File: config.mk
export PLATFORM = sky130hd
export DESIGN_NAME = discriminator_seq
export DESIGN_NICKNAME = d
export VERILOG_FILES = /design/src/rtl/discriminator_seq.sv
export SDC_FILE = /design/constraint.sdc
export NUM_CORES = 2
export LEC_CHECK = 0
export BUFFER_PORTS_ARGS = -buffer_cell sky130_fd_sc_hd__buf_2
export CAP_MARGIN = 30
export CORE_AREA = 4 4 544 546
export CTS_BUF_LIST = sky130_fd_sc_hd__clkbuf_8
export CTS_CLUSTER_SIZE = 10
export DETAILED_ROUTE_END_ITERATION = 12
export DIE_AREA = 0 0 548 550
export GPL_ROUTABILITY_DRIVEN = 0
export GPL_TIMING_DRIVEN = 0
export MAX_ROUTING_LAYER = met4
export PLACE_DENSITY_LB_ADDON = 0.15
export SLEW_MARGIN = 20
export SYNTH_ARGS = -nofsm -noshare
export SYNTH_HDL_FRONTEND = slang
export SYNTH_SLANG_ARGS = --single-unit
File: constraint.sdc
create_clock -name clk -period 24.9 [get_ports clk]
set_input_delay 4.98 -clock clk [delete_from_list [all_inputs] [get_ports clk]]
set_output_delay 4.98 -clock clk [all_outputs]
set_load 0.05 [all_outputs]
File: src/rtl/discriminator_seq.sv
// discriminator_seq: 9-3-1 GAN discriminator on one shared Q(WIDTH-FRAC).FRAC MAC, valid/ready on x_pix in and score/is_real out, busy when not idle; define DISC_SAT_EN for saturating arithmetic
module discriminator_seq #(
  parameter int WIDTH = 32,
  parameter int FRAC = 16,
  parameter int N_PIX = 9,
  parameter int N_HID = 3
) (
  input  logic                            clk,
  input  logic                            rst,
  input  logic                            in_valid,
  output logic                            in_ready,
  input  logic [N_PIX*WIDTH-1:0]          x_pix,
  input  logic [N_PIX*N_HID*WIDTH-1:0]    w_D1,
  input  logic [N_HID*WIDTH-1:0]          b_D1,
  input  logic [N_HID*WIDTH-1:0]          w_D2,
  input  logic [WIDTH-1:0]                b_D2,
  output logic                            out_valid,
  input  logic                            out_ready,
  output logic signed [WIDTH-1:0]         score,
  output logic                            is_real,
  output logic                            busy
);
  localparam int KW = $clog2(N_PIX);
  localparam int HW = $clog2(N_HID);
`ifdef DISC_SAT_EN
  localparam logic signed [2*WIDTH-1:0] PMAX = {{(WIDTH+1){1'b0}}, {(WIDTH-1){1'b1}}};
  localparam logic signed [2*WIDTH-1:0] PMIN = ~PMAX;
`endif
  typedef enum logic [2:0] {IDLE, L1_MAC, L1_ACT, L2_MAC, L2_ACT, DONE} state_t;
  state_t st, nxt;
  logic [N_PIX*WIDTH-1:0] x_r;
  logic signed [WIDTH-1:0] acc, ma, mb, prod, bias, sum;
  logic signed [WIDTH-1:0] hid [N_HID];
  logic [KW-1:0] k;
  logic [HW-1:0] h;
  logic k_last, h_last, mac;

  function automatic logic signed [WIDTH-1:0] mulq(input logic signed [WIDTH-1:0] a, input logic signed [WIDTH-1:0] b);
`ifdef DISC_SAT_EN
    logic signed [2*WIDTH-1:0] p;
    p = ((2*WIDTH)'(a) * (2*WIDTH)'(b)) >>> FRAC;
    return p > PMAX ? PMAX[WIDTH-1:0] : p < PMIN ? PMIN[WIDTH-1:0] : p[WIDTH-1:0];
`else
    return WIDTH'(((2*WIDTH)'(a) * (2*WIDTH)'(b)) >>> FRAC);
`endif
  endfunction

  function automatic logic signed [WIDTH-1:0] addw(input logic signed [WIDTH-1:0] a, input logic signed [WIDTH-1:0] b);
`ifdef DISC_SAT_EN
    logic signed [WIDTH:0] s;
    s = {a[WIDTH-1], a} + {b[WIDTH-1], b};
    return s[WIDTH] != s[WIDTH-1] ? {s[WIDTH], {(WIDTH-1){!s[WIDTH]}}} : s[WIDTH-1:0];
`else
    return a + b;
`endif
  endfunction

  assign k_last = k == KW'(N_PIX-1);
  assign h_last = h == HW'(N_HID-1);
  assign mac = st == L1_MAC || st == L2_MAC;
  assign in_ready = st == IDLE;
  assign busy = st != IDLE;
  assign out_valid = st == DONE;

  always_comb begin
    ma = st == L2_MAC ? hid[h] : x_r[int'(k)*WIDTH +: WIDTH];
    mb = st == L2_MAC ? w_D2[int'(h)*WIDTH +: WIDTH] : w_D1[(N_PIX*int'(h)+int'(k))*WIDTH +: WIDTH];
    bias = st == L2_ACT ? b_D2 : b_D1[int'(h)*WIDTH +: WIDTH];
    prod = mulq(ma, mb);
    sum = addw(acc, mac ? prod : bias);
  end

  always_comb begin
    nxt = st;
    case (st)
      IDLE:    nxt = in_valid ? L1_MAC : IDLE;
      L1_MAC:  nxt = k_last ? L1_ACT : L1_MAC;
      L1_ACT:  nxt = h_last ? L2_MAC : L1_MAC;
      L2_MAC:  nxt = h_last ? L2_ACT : L2_MAC;
      L2_ACT:  nxt = DONE;
      DONE:    nxt = out_ready ? IDLE : DONE;
      default: nxt = IDLE;
    endcase
  end

  always_ff @(posedge clk) st <= rst ? IDLE : nxt;

  always_ff @(posedge clk) begin
    if (rst) begin
      acc <= '0;
      k <= '0;
      h <= '0;
      x_r <= '0;
      score <= '0;
      is_real <= 1'b0;
      for (int i = 0; i < N_HID; i++) hid[i] <= '0;
    end else begin
      case (st)
        IDLE: if (in_valid) begin
          x_r <= x_pix;
          acc <= '0;
          k <= '0;
          h <= '0;
        end
        L1_MAC: begin
          acc <= sum;
          k <= k_last ? '0 : k + KW'(1);
        end
        L1_ACT: begin
          hid[h] <= sum[WIDTH-1] ? '0 : sum;
          acc <= '0;
          h <= h_last ? '0 : h + HW'(1);
        end
        L2_MAC: begin
          acc <= sum;
          h <= h_last ? '0 : h + HW'(1);
        end
        L2_ACT: begin
          score <= sum;
          is_real <= !sum[WIDTH-1] && sum != '0;
        end
        default: ;
      endcase
    end
  end
endmodule

==> impl_metrics.env <==
export IMPL_status="finished clean"
export IMPL_num_rows=198
export IMPL_rsz0062_at_grt="false"
export IMPL_die_y_um=550
export IMPL_ys_flop_type="dfxtp_1"
export IMPL_syn_area_um2=59700
export IMPL_fp_dieArea_um2=301000
export IMPL_seq_power_share_pct=9.6
export IMPL_finalClockSkew_ps=70.2
export IMPL_post_route_drc_count=0
export IMPL_initial_core_util_pct=20.5
export IMPL_synthCells=6443
export IMPL_hold_buffers=0
export IMPL_max_slew_margin_pct=19.8
export IMPL_maxCapViolCount=0
export IMPL_postSynth_asyncResetShare_pct=0
export IMPL_firstDrtPassIters=6
export IMPL_setup_tns_ps=0
export IMPL_clock_latency_ps=730
export IMPL_ir_drop_v=0.000251
export IMPL_p_per_area_nw_per_um2=133
export IMPL_seq_area_frac_synth_pct=18.5
export IMPL_power_switching_mw=5.80
export IMPL_path_max_fanout=10
export IMPL_drt_total_wl_um=414000
export IMPL_cts_resized=0
export IMPL_crit_path_start_kind="flip-flop"
export IMPL_antenna_found_initial=100
export IMPL_first_iter_violations=6287
export IMPL_hp_class="flip-flop to flip-flop"
export IMPL_synth_area_leaders="fa_1, dfxtp_1, mux4_2"
export IMPL_synth_top_area_cell="fa_1"
export IMPL_root_buffer="clkbuf_8"
export IMPL_slowest_stage="buf_1"
export IMPL_postCtsSetupRepairBufs=0
export IMPL_synthDominantCellAreaShare_pct=28.2
export IMPL_synth_edf_count=124
export IMPL_tritoncts="yes"
export IMPL_final_core_util_pct=25.9
export IMPL_synth_nets=8869
export IMPL_grt_max_degree=24
export IMPL_slew_violations=0
export IMPL_final_net_count=10500
export IMPL_globalRouteOverflowTotal=0
export IMPL_routedWlPerCell_um=33.8
export IMPL_clockBufferDepth=3
export IMPL_hpwl_um=364000
export IMPL_swShare_pct=57.8
export IMPL_viasPerCell=4.80
export IMPL_fp_dieW_um=548
export IMPL_p_int_mw=4.23
export IMPL_crit_arrival_ps=21880
export IMPL_finalHoldViolCount=0
export IMPL_finalCritPeriodShare_pct=86.3
export IMPL_grt_pass1_wl_um=545000
export IMPL_clk_pin_slew_ps=60
export IMPL_postRouteAntennaNets=0
export IMPL_clock_sinks=488
export IMPL_crit_type="flip-flop to flip-flop"
export IMPL_cp_slowest_stage_delay_ps=940
export IMPL_period_minus_slack_ps=21490
export IMPL_setup_violations=0
export IMPL_leakagePower_nw=33.1
export IMPL_fp_coreArea_um2=291000
export IMPL_power_frac_clock_pct=7.6
export IMPL_crit_path_end_kind="flip-flop"
export IMPL_port_buffer_count=1414
export IMPL_io_pins=1416
export IMPL_grt_pass1_vias=60500
export IMPL_gr_usage_all_layers_pct=27.4
export IMPL_vias=58700
export IMPL_pwr_share_comb_pct=82.7
export IMPL_ys_ff_latch=488
export IMPL_htreeDepth=3
export IMPL_drive_gt1_share_pct=27.2
export IMPL_synth_distinct_cells=86
export IMPL_numCtsBuffers=90
export IMPL_max_slew_worst_pin_slew_ps=1200
export IMPL_synth_area_per_cell_um2=9.26
export IMPL_fmax_mhz=46.5
export IMPL_ys_warn_count=0
export IMPL_area_delta_synth_final_pct=26.1
export IMPL_cp_required_ps=25290
-- registers in the layout, summed over array words and instances, names as in the netlist, named ones only --
| name | flops |
|---|---|
| acc | 32 |
| score | 32 |
| k | 4 |
| is_real | 1 |
| hid | 124 |
| st | 3 |
| h | 2 |
| x_r | 288 |
-- placed cells by master (no fill, tap or decap), types with 124 or more instances in the layout --
cell,Yosys,final
buf_2,43,1471
inv_1,827,868
fa_1,840,840
nor2_1,830,830
nand2_1,785,785
a21oi_1,476,470
dfxtp_1,364,364
clkbuf_1,362,336
mux4_2,303,303
diode_2,0,211
ha_1,206,206
nand2b_1,150,150
edfxtp_1,124,124
-- critical path, delay by kind of cell, from the launching register on --
family                   cells  cell delay, ps
AND/OR/NAND/NOR              6             970
flip-flops                   1             880
adder cells (fa/ha/maj)     12            4950
XOR/XNOR                     2            1230
AO/OA/AOI/OAI               21            7030
buffers and inverters       17            5560
multiplexers                 1             410
-- final timing paths --
check	startpoint	to	slack, ps	cells past startpoint
hold reg to reg	x_r[184]$_SDFFE_PP0P_	x_r[184]$_SDFFE_PP0P_	450	2
setup reg to reg	h[1]$_SDFFE_PP0P_	hid[2][3]$_SDFFCE_PN0P_	3410	59
hold / removal	x_r[184]$_SDFFE_PP0P_	x_r[184]$_SDFFE_PP0P_	450	2
setup / recovery	h[1]$_SDFFE_PP0P_	hid[2][3]$_SDFFCE_PN0P_	3410	59
-- logic make-up after synthesis --
kind of cell / count (synthesis) / share of synthesized area [%]
compound gates: 904 / 9.03
flops: 488 / 18.5
fa+ha+maj: 1046 / 32.5
simple gates: 2169 / 15.9
xor+xnor: 99 / 1.63
mux: 439 / 13.8
buf+inv: 1298 / 8.69
-- power groups by stage --
stage | Sequential [mW] | Combinational [mW] | Clock [mW]
after floorplan | 0.961 | 4.77 | 0
after global routing | 0.967 | 8.99 | 0.818
after CTS | 0.965 | 8.40 | 0.779
final | 0.965 | 8.30 | 0.767
after global placement | 0.982 | 8.22 | 0
after detailed placement | 0.982 | 8.36 | 0
-- cell usage after synthesis, drive strengths merged, types with 7 or more instances --
| cell type | number |
|---|---|
| a211oi | 15 |
| a21o | 44 |
| a21oi | 477 |
| a221o | 7 |
| a221oi | 26 |
| a22oi | 10 |
| a31oi | 13 |
| and2 | 19 |
| and3 | 12 |
| buf | 104 |
| clkbuf | 362 |
| dfxtp | 364 |
| edfxtp | 124 |
| fa | 840 |
| ha | 206 |
| inv | 832 |
| mux2 | 18 |
| mux2i | 118 |
| mux4 | 303 |
| nand2 | 785 |
| nand2b | 150 |
| nand3 | 41 |
| nand3b | 8 |
| nand4 | 16 |
| nor2 | 835 |
| nor2b | 50 |
| nor3 | 56 |
| o211ai | 93 |
| o21a | 16 |
| o21ai | 130 |
| o21bai | 11 |
| o31ai | 9 |
| or2 | 99 |
| or3 | 82 |
| xnor2 | 53 |
| xor2 | 40 |
-- per-stage QoR --
step | hold slack [ps] | worst slack (ps) | instance area (um^2) | instances | power (mW)
5_1_grt | 470 | 2750 | 75100 | 12200 | 10.8
4_1_cts | 452 | 3560 | 74600 | 12000 | 10.1
3_5_place_dp | 444 | 3660 | 72800 | 11800 | 9.34
3_3_place_gp | 440 | 3260 | 71600 | 11800 | 9.20
6_report | 451 | 3410 | 75200 | 12200 | 10.0
2_1_floorplan | 433 | 8160 | 59700 | 6443 | 5.73
-- area by class of cell --
cell class / instances / area (um^2)
Tap cell: 3900 / 4880
Fill cell: 32100 / 215000
Timing Repair Buffer: 1509 / 8160
Clock buffer: 107 / 1470
Sequential cell: 488 / 11000
Antenna cell: 211 / 528
Multi-Input combinational cell: 4657 / 43700
Inverter: 832 / 3120
Clock inverter: 56 / 289
Buffer: 466 / 2100
-- routing by layer --
layer / up-vias / routed length [um] / share of wire, % / track usage [%]
li1: 24500 / - / - / -
met1: 30500 / 179000 / 43 / 36.0
met2: 3156 / 175000 / 42 / 39.6
met3: 480 / 43000 / 10 / 9.24
met4: 0 / 16700 / 4.0 / 8.67
met5: - / 0 / 0 / -
Power figures use the tool's default switching activity.
